## src/rtl/mux_tree_pkg.sv

```systemverilog
// Shared types and frame-layout helpers for the reconfigurable mux tree.
// MUX_TREE_OUTREG_EN adds a K-bit per-level output-register field to the frame.
package mux_tree_pkg;

    typedef enum logic {
        IDLE  = 1'b0,
        SHIFT = 1'b1
    } cfg_state_e;

    function automatic int idx_w(input int k);
        return (k <= 1) ? 1 : $clog2(k);
    endfunction

    function automatic int cfg_w(input int k);
`ifdef MUX_TREE_OUTREG_EN
        return k * idx_w(k) + 2 * k;
`else
        return k * idx_w(k) + k;
`endif
    endfunction

    function automatic int sel_off(input int k, input int l);
        return l * idx_w(k);
    endfunction

    function automatic int outhi_off(input int k, input int l);
        return k * idx_w(k) + l;
    endfunction

    function automatic int reg_off(input int k, input int l);
        return k * idx_w(k) + k + l;
    endfunction

endpackage

```

## src/rtl/mux_tree_cfg_loader.sv

```systemverilog
// Serial configuration loader: shadow shift register, saturating bit counter,
// IDLE/SHIFT FSM and the atomically committed active configuration.
module mux_tree_cfg_loader
    import mux_tree_pkg::*;
#(
    parameter int  K     = 3,
    localparam int CFG_W = cfg_w(K)
) (
    input  logic             clk,
    input  logic             reset,
    input  logic             mode,
    input  logic             conf_in,
    output logic             conf_out,
    output logic [CFG_W-1:0] active,
    output logic             cfg_done,
    output logic             cfg_err
);

    localparam int IDXW = idx_w(K);
    localparam int CW   = $clog2(CFG_W + 1);

    function automatic logic [CFG_W-1:0] reset_frame();
        logic [CFG_W-1:0] f;
        f = '0;
        for (int l = 0; l < K; l++) begin
            f[l*IDXW +: IDXW] = IDXW'(l);
        end
        return f;
    endfunction

    localparam logic [CFG_W-1:0] RESET_FRAME = reset_frame();

    cfg_state_e       state_q, state_d;
    logic [CFG_W-1:0] sr_q;
    logic [CFG_W-1:0] active_q;
    logic [CW-1:0]    cnt_q;
    logic             commit;
    logic             short_frame;

    always_comb begin
        state_d     = state_q;
        commit      = 1'b0;
        short_frame = 1'b0;
        case (state_q)
            IDLE: begin
                if (mode) state_d = SHIFT;
            end
            SHIFT: begin
                if (!mode) begin
                    state_d = IDLE;
                    if (cnt_q >= CW'(CFG_W)) commit = 1'b1;
                    else                     short_frame = 1'b1;
                end
            end
            default: state_d = IDLE;
        endcase
    end

    // Datapath keeps using active_q while sr_q shifts; only a full frame replaces it.
    always_ff @(posedge clk) begin
        if (reset) begin
            state_q  <= IDLE;
            sr_q     <= '0;
            cnt_q    <= '0;
            active_q <= RESET_FRAME;
            cfg_done <= 1'b0;
            cfg_err  <= 1'b0;
        end else begin
            state_q  <= state_d;
            cfg_done <= commit;
            if (mode) begin
                sr_q <= {sr_q[CFG_W-2:0], conf_in};
                if (cnt_q != CW'(CFG_W)) cnt_q <= cnt_q + 1'b1;
            end else begin
                cnt_q <= '0;
            end
            if (commit) active_q <= sr_q;
            if (commit)           cfg_err <= 1'b0;
            else if (short_frame) cfg_err <= 1'b1;
        end
    end

    assign conf_out = sr_q[CFG_W-1];
    assign active   = active_q;

endmodule

```

## src/rtl/mux_tree_lut_cfg.sv

```systemverilog
// 2^K:1 mux tree with configurable per-level select routing and per-level taps.
// MUX_TREE_OUTREG_EN enables optional per-level output flops selected by the frame.
module mux_tree_lut_cfg
    import mux_tree_pkg::*;
#(
    parameter int  K = 3,
    localparam int N = 2 ** K
) (
    input  logic         CLK,
    input  logic         RESET,
    input  logic [N-1:0] D,
    input  logic [K-1:0] S,
    output logic [K-1:0] M,
    input  logic         MODE,
    input  logic         CONFin,
    output logic         CONFout,
    output logic         CFG_DONE,
    output logic         CFG_ERR
);

    localparam int IDXW  = idx_w(K);
    localparam int CFG_W = cfg_w(K);
    localparam int W     = 2 * N - 1;

    logic [CFG_W-1:0] active;
    logic [W-1:0]     node;
    logic [K-1:0]     sel;
    logic [K-1:0]     m_comb;

    mux_tree_cfg_loader #(.K(K)) u_loader (
        .clk      (CLK),
        .reset    (RESET),
        .mode     (MODE),
        .conf_in  (CONFin),
        .conf_out (CONFout),
        .active   (active),
        .cfg_done (CFG_DONE),
        .cfg_err  (CFG_ERR)
    );

    // node holds every level back to back: D first, then level 0 outputs, level 1, ...
    assign node[N-1:0] = D;

    for (genvar l = 0; l < K; l++) begin : g_level
        localparam int IB  = 2 * N - ((2 * N) >> l);
        localparam int OB  = 2 * N - ((2 * N) >> (l + 1));
        localparam int CNT = N >> (l + 1);

        logic [IDXW-1:0] idx;
        logic [IDXW-1:0] eff;

        assign idx    = active[sel_off(K, l) +: IDXW];
        assign eff    = (int'(idx) >= K) ? IDXW'(l) : idx;
        assign sel[l] = S[eff];

        for (genvar i = 0; i < CNT; i++) begin : g_mux
            assign node[OB+i] = sel[l] ? node[IB+2*i+1] : node[IB+2*i];
        end

        // At the root level first and last mux coincide, so OUT_HI has no effect there.
        assign m_comb[l] = active[outhi_off(K, l)] ? node[OB+CNT-1] : node[OB];
    end

`ifdef MUX_TREE_OUTREG_EN
    logic [K-1:0] m_q;
    logic [K-1:0] reg_en;

    for (genvar l = 0; l < K; l++) begin : g_reg_en
        assign reg_en[l] = active[reg_off(K, l)];
    end

    always_ff @(posedge CLK) begin
        if (RESET) m_q <= '0;
        else       m_q <= m_comb;
    end

    assign M = (reg_en & m_q) | (~reg_en & m_comb);
`else
    assign M = m_comb;
`endif

endmodule

```

## config.mk

```make
export PLATFORM = sky130hd
export DESIGN_NAME = mux_tree_lut_cfg
export DESIGN_NICKNAME = d
export VERILOG_FILES = /design/src/rtl/mux_tree_pkg.sv /design/src/rtl/mux_tree_cfg_loader.sv /design/src/rtl/mux_tree_lut_cfg.sv
export SDC_FILE = /design/constraint.sdc
export NUM_CORES = 1
export LEC_CHECK = 0
export ABC_AREA = 1
export BUFFER_PORTS_ARGS = -buffer_cell sky130_fd_sc_hd__buf_2
export CAP_MARGIN = 20
export CELL_PAD_IN_SITES_DETAIL_PLACEMENT = 0
export CELL_PAD_IN_SITES_GLOBAL_PLACEMENT = 1
export CORE_MARGIN = 2
export CORE_UTILIZATION = 43
export CTS_BUF_LIST = sky130_fd_sc_hd__clkbuf_4 sky130_fd_sc_hd__clkbuf_8
export DETAILED_ROUTE_END_ITERATION = 6
export PLACE_DENSITY = 0.82
export SLEW_MARGIN = 15
export SYNTH_ARGS = -nofsm -noshare
export SYNTH_HDL_FRONTEND = slang
export SYNTH_SLANG_ARGS = --single-unit
```

## constraint.sdc

```tcl
create_clock -name CLK -period 1.97 [get_ports CLK]
set_input_delay 0.0985 -clock CLK [delete_from_list [all_inputs] [get_ports CLK]]
set_output_delay 0.0985 -clock CLK [all_outputs]
set_load 0.01 [all_outputs]
```

==> flow_metrics.env <==
export IMPL_cts_resized=0
export IMPL_ys_types=26
export IMPL_status="complete, no violations"
export IMPL_power_leakage_nw=0.5640
export IMPL_die_y_microns=54.17
export IMPL_yosys_area_top_type="dfxtp_1"
export IMPL_cp_max_fo=4
export IMPL_place_area_sq_um=1215
export IMPL_grt_ovfl_total=0
export IMPL_cts_hold_buf=0
export IMPL_die_area_sq_um=2934
export IMPL_ys_warn_count=0
export IMPL_cts_buffer_depth=2
export IMPL_synth_seq_cells=24
export IMPL_rsz0062_at_grt="no"
export IMPL_yosys_most_used_dff="dfxtp_1"
export IMPL_wire_per_inst_microns=11.10
export IMPL_num_nets_final=181
export IMPL_syn_cell_area_sq_um=1082
export IMPL_grt_max_degree=15
export IMPL_rows=18
export IMPL_powerDensity_nw_per_um2=654.4
export IMPL_num_vias=929
export IMPL_fin_skew_ns=0.002117
export IMPL_die_w_microns=54.17
export IMPL_seq_area_frac_synth=0.4439
export IMPL_hold_viol=0
export IMPL_post_synth_top_area_fraction=0.4439
export IMPL_mostFrequentLayoutCells="dfxtp_1, buf_2, inv_1, nand2_1, nand3_1"
export IMPL_cts_setup_buffers=0
export IMPL_irDropWorstVdd_mv=0.4475
export IMPL_dp_hpwl_mm=1.707
export IMPL_min_path_type="in -> reg"
export IMPL_ys_async_sr_fraction=0
export IMPL_clk_pin_slew_ns=0.12
export IMPL_relSlewSlack=0.8085
export IMPL_antenna_found_initial=0
export IMPL_hold_worst_slack_ns=0.05489
export IMPL_numCtsBuffers=3
export IMPL_grt_pass1_wl_mm=3.263
export IMPL_area_growth_pct=14.34
export IMPL_root_buffer="clkbuf_4"
export IMPL_setup_viol=0
export IMPL_arrival_ns=1.53
export IMPL_worstMarginPinSlew_ns=0.2862
export IMPL_grt_usage=0.1556
export IMPL_synth_edff_count=0
export IMPL_final_common_cell="dfxtp_1"
export IMPL_finalSetupTns_ns=0
export IMPL_cp_required_ns=1.87
export IMPL_grt_pass1_vias=792
export IMPL_core_area_sq_um=2432
export IMPL_insertedDiodeCount=0
export IMPL_port_buffers=20
export IMPL_post_route_period_util=0.8276
export IMPL_fin_crit_ns=1.630
export IMPL_cts_max_level=1
export IMPL_start_kind="register"
export IMPL_start_util=0.4450
export IMPL_final_area_sq_um=1237
export IMPL_slew_viol_final=0
export IMPL_cap_violations=0
export IMPL_synth_cells=139
export IMPL_path_class="reg -> out"
export IMPL_drc=0
export IMPL_cp_end_kind="output pin"
export IMPL_cts_tree="done"
export IMPL_synth_area_leaders="dfxtp_1, nand3_1, inv_1"
export IMPL_routabilityCongestion=0.7200
export IMPL_syn_avg_cell_area_sq_um=7.786
export IMPL_dr_pass1_iters=4
export IMPL_clk_latency_ns=0.29
export IMPL_wl_mm=2.120
export IMPL_post_drt_via_cell_ratio=4.864
export IMPL_clock_sinks=24
export IMPL_max_freq_mhz=613.4
export IMPL_synth_nets=157
export IMPL_drive_gt1_frac=0.2236
export IMPL_ant_nets=0
export IMPL_drt_iter0_markers=20
export IMPL_ios=21
registers in the layout (all words and copies together) (netlist names):
| register | flops |
|---|---|
| u_loader.sr_q | 9 |
| u_loader.active | 8 |
| u_loader.cnt_q | 4 |
| u_loader.cfg_done | 1 |
| u_loader.cfg_err | 1 |
| u_loader.state_q | 1 |
Yosys cell counts, types with 3 or more instances:
cell and number:
dfxtp_1 24, inv_1 19, nand2_1 19, nand3_1 15, a21oi_1 13, o21ai_0 13
nor2_1 6, inv_2 4, ha_1 3
per-layer routing:
| metal | global-route usage | share of wire |
|---|---|---|
| met4 | 0.05000 | 0.0071 |
| met2 | 0.2811 | 0.46 |
| met5 | 0 | 0 |
| met3 | 0.02778 | 0.058 |
| met1 | 0.1835 | 0.48 |
where the power goes:
group	switching [mW]	total [mW]	internal (mW)	leakage (nW)
Combinational	0.0613	0.103	0.0416	0.354
Sequential	0.00837	0.510	0.501	0.196
Clock	0.126	0.197	0.0711	0.0138
area by class of cell:
| type | count | area, sq um |
|---|---|---|
| Inverter | 24 | 91.34 |
| Multi-Input combinational cell | 90 | 505.5 |
| Sequential cell | 24 | 480.5 |
| Timing Repair Buffer | 20 | 100.1 |
| Fill cell | 250 | 1195 |
| Tap cell | 30 | 37.54 |
| Clock buffer | 3 | 22.52 |
critical path, cell delays in order, from the launching register on:
cell and delay, ns:
dfxtp_1 0.37, inv_1 0.08, nand3_1 0.11, nand2_1 0.06
inv_1 0.10, nand3_1 0.10, nand3_1 0.13, nand3b_1 0.09
nand2_1 0.06, buf_2 0.12
metrics by stage:
| step | util | setup WS, ns | std cells | total power, mW |
|---|---|---|---|---|
| CTS | 0.5087 | 0.3518 | 191 | 0.8142 |
| global placement | 0.4995 | 0.6726 | 188 | 0.6201 |
| finish | 0.5087 | 0.3397 | 191 | 0.8097 |
| floorplan | - | 0.7728 | 139 | 0.5835 |
| global route | 0.5087 | 0.1815 | 191 | 0.8482 |
| detailed placement | 0.4995 | 0.6676 | 188 | 0.6231 |
path summary, 6_finish.rpt:
check | slack [ns] | start | depth (start not counted) | to
worst max-delay path | 0.34 | u_loader.active[1] | 9 | M[2]
worst min-delay path | 0.05 | RESET | 2 | u_loader.state_q
worst max register to register | 0.65 | u_loader.cnt_q[1] | 9 | u_loader.active[1]
worst min register to register | 0.48 | u_loader.sr_q[3] | 2 | u_loader.active[3]
logic make-up (layout without fill, tap and decap cells):
| family | count (synthesis) | count (layout) | share of synthesized area |
|---|---|---|---|
| AO/OA/AOI/OAI | 36 | 36 | 0.1861 |
| XOR/XNOR | 2 | 2 | 0.01619 |
| adder cells (fa/ha/maj) | 3 | 3 | 0.03469 |
| buffers and inverters | 25 | 47 | 0.08901 |
| flip-flops | 24 | 24 | 0.4439 |
| AND/OR/NAND/NOR | 49 | 49 | 0.2300 |
No activity file was read; power rests on OpenSTA's default activity.
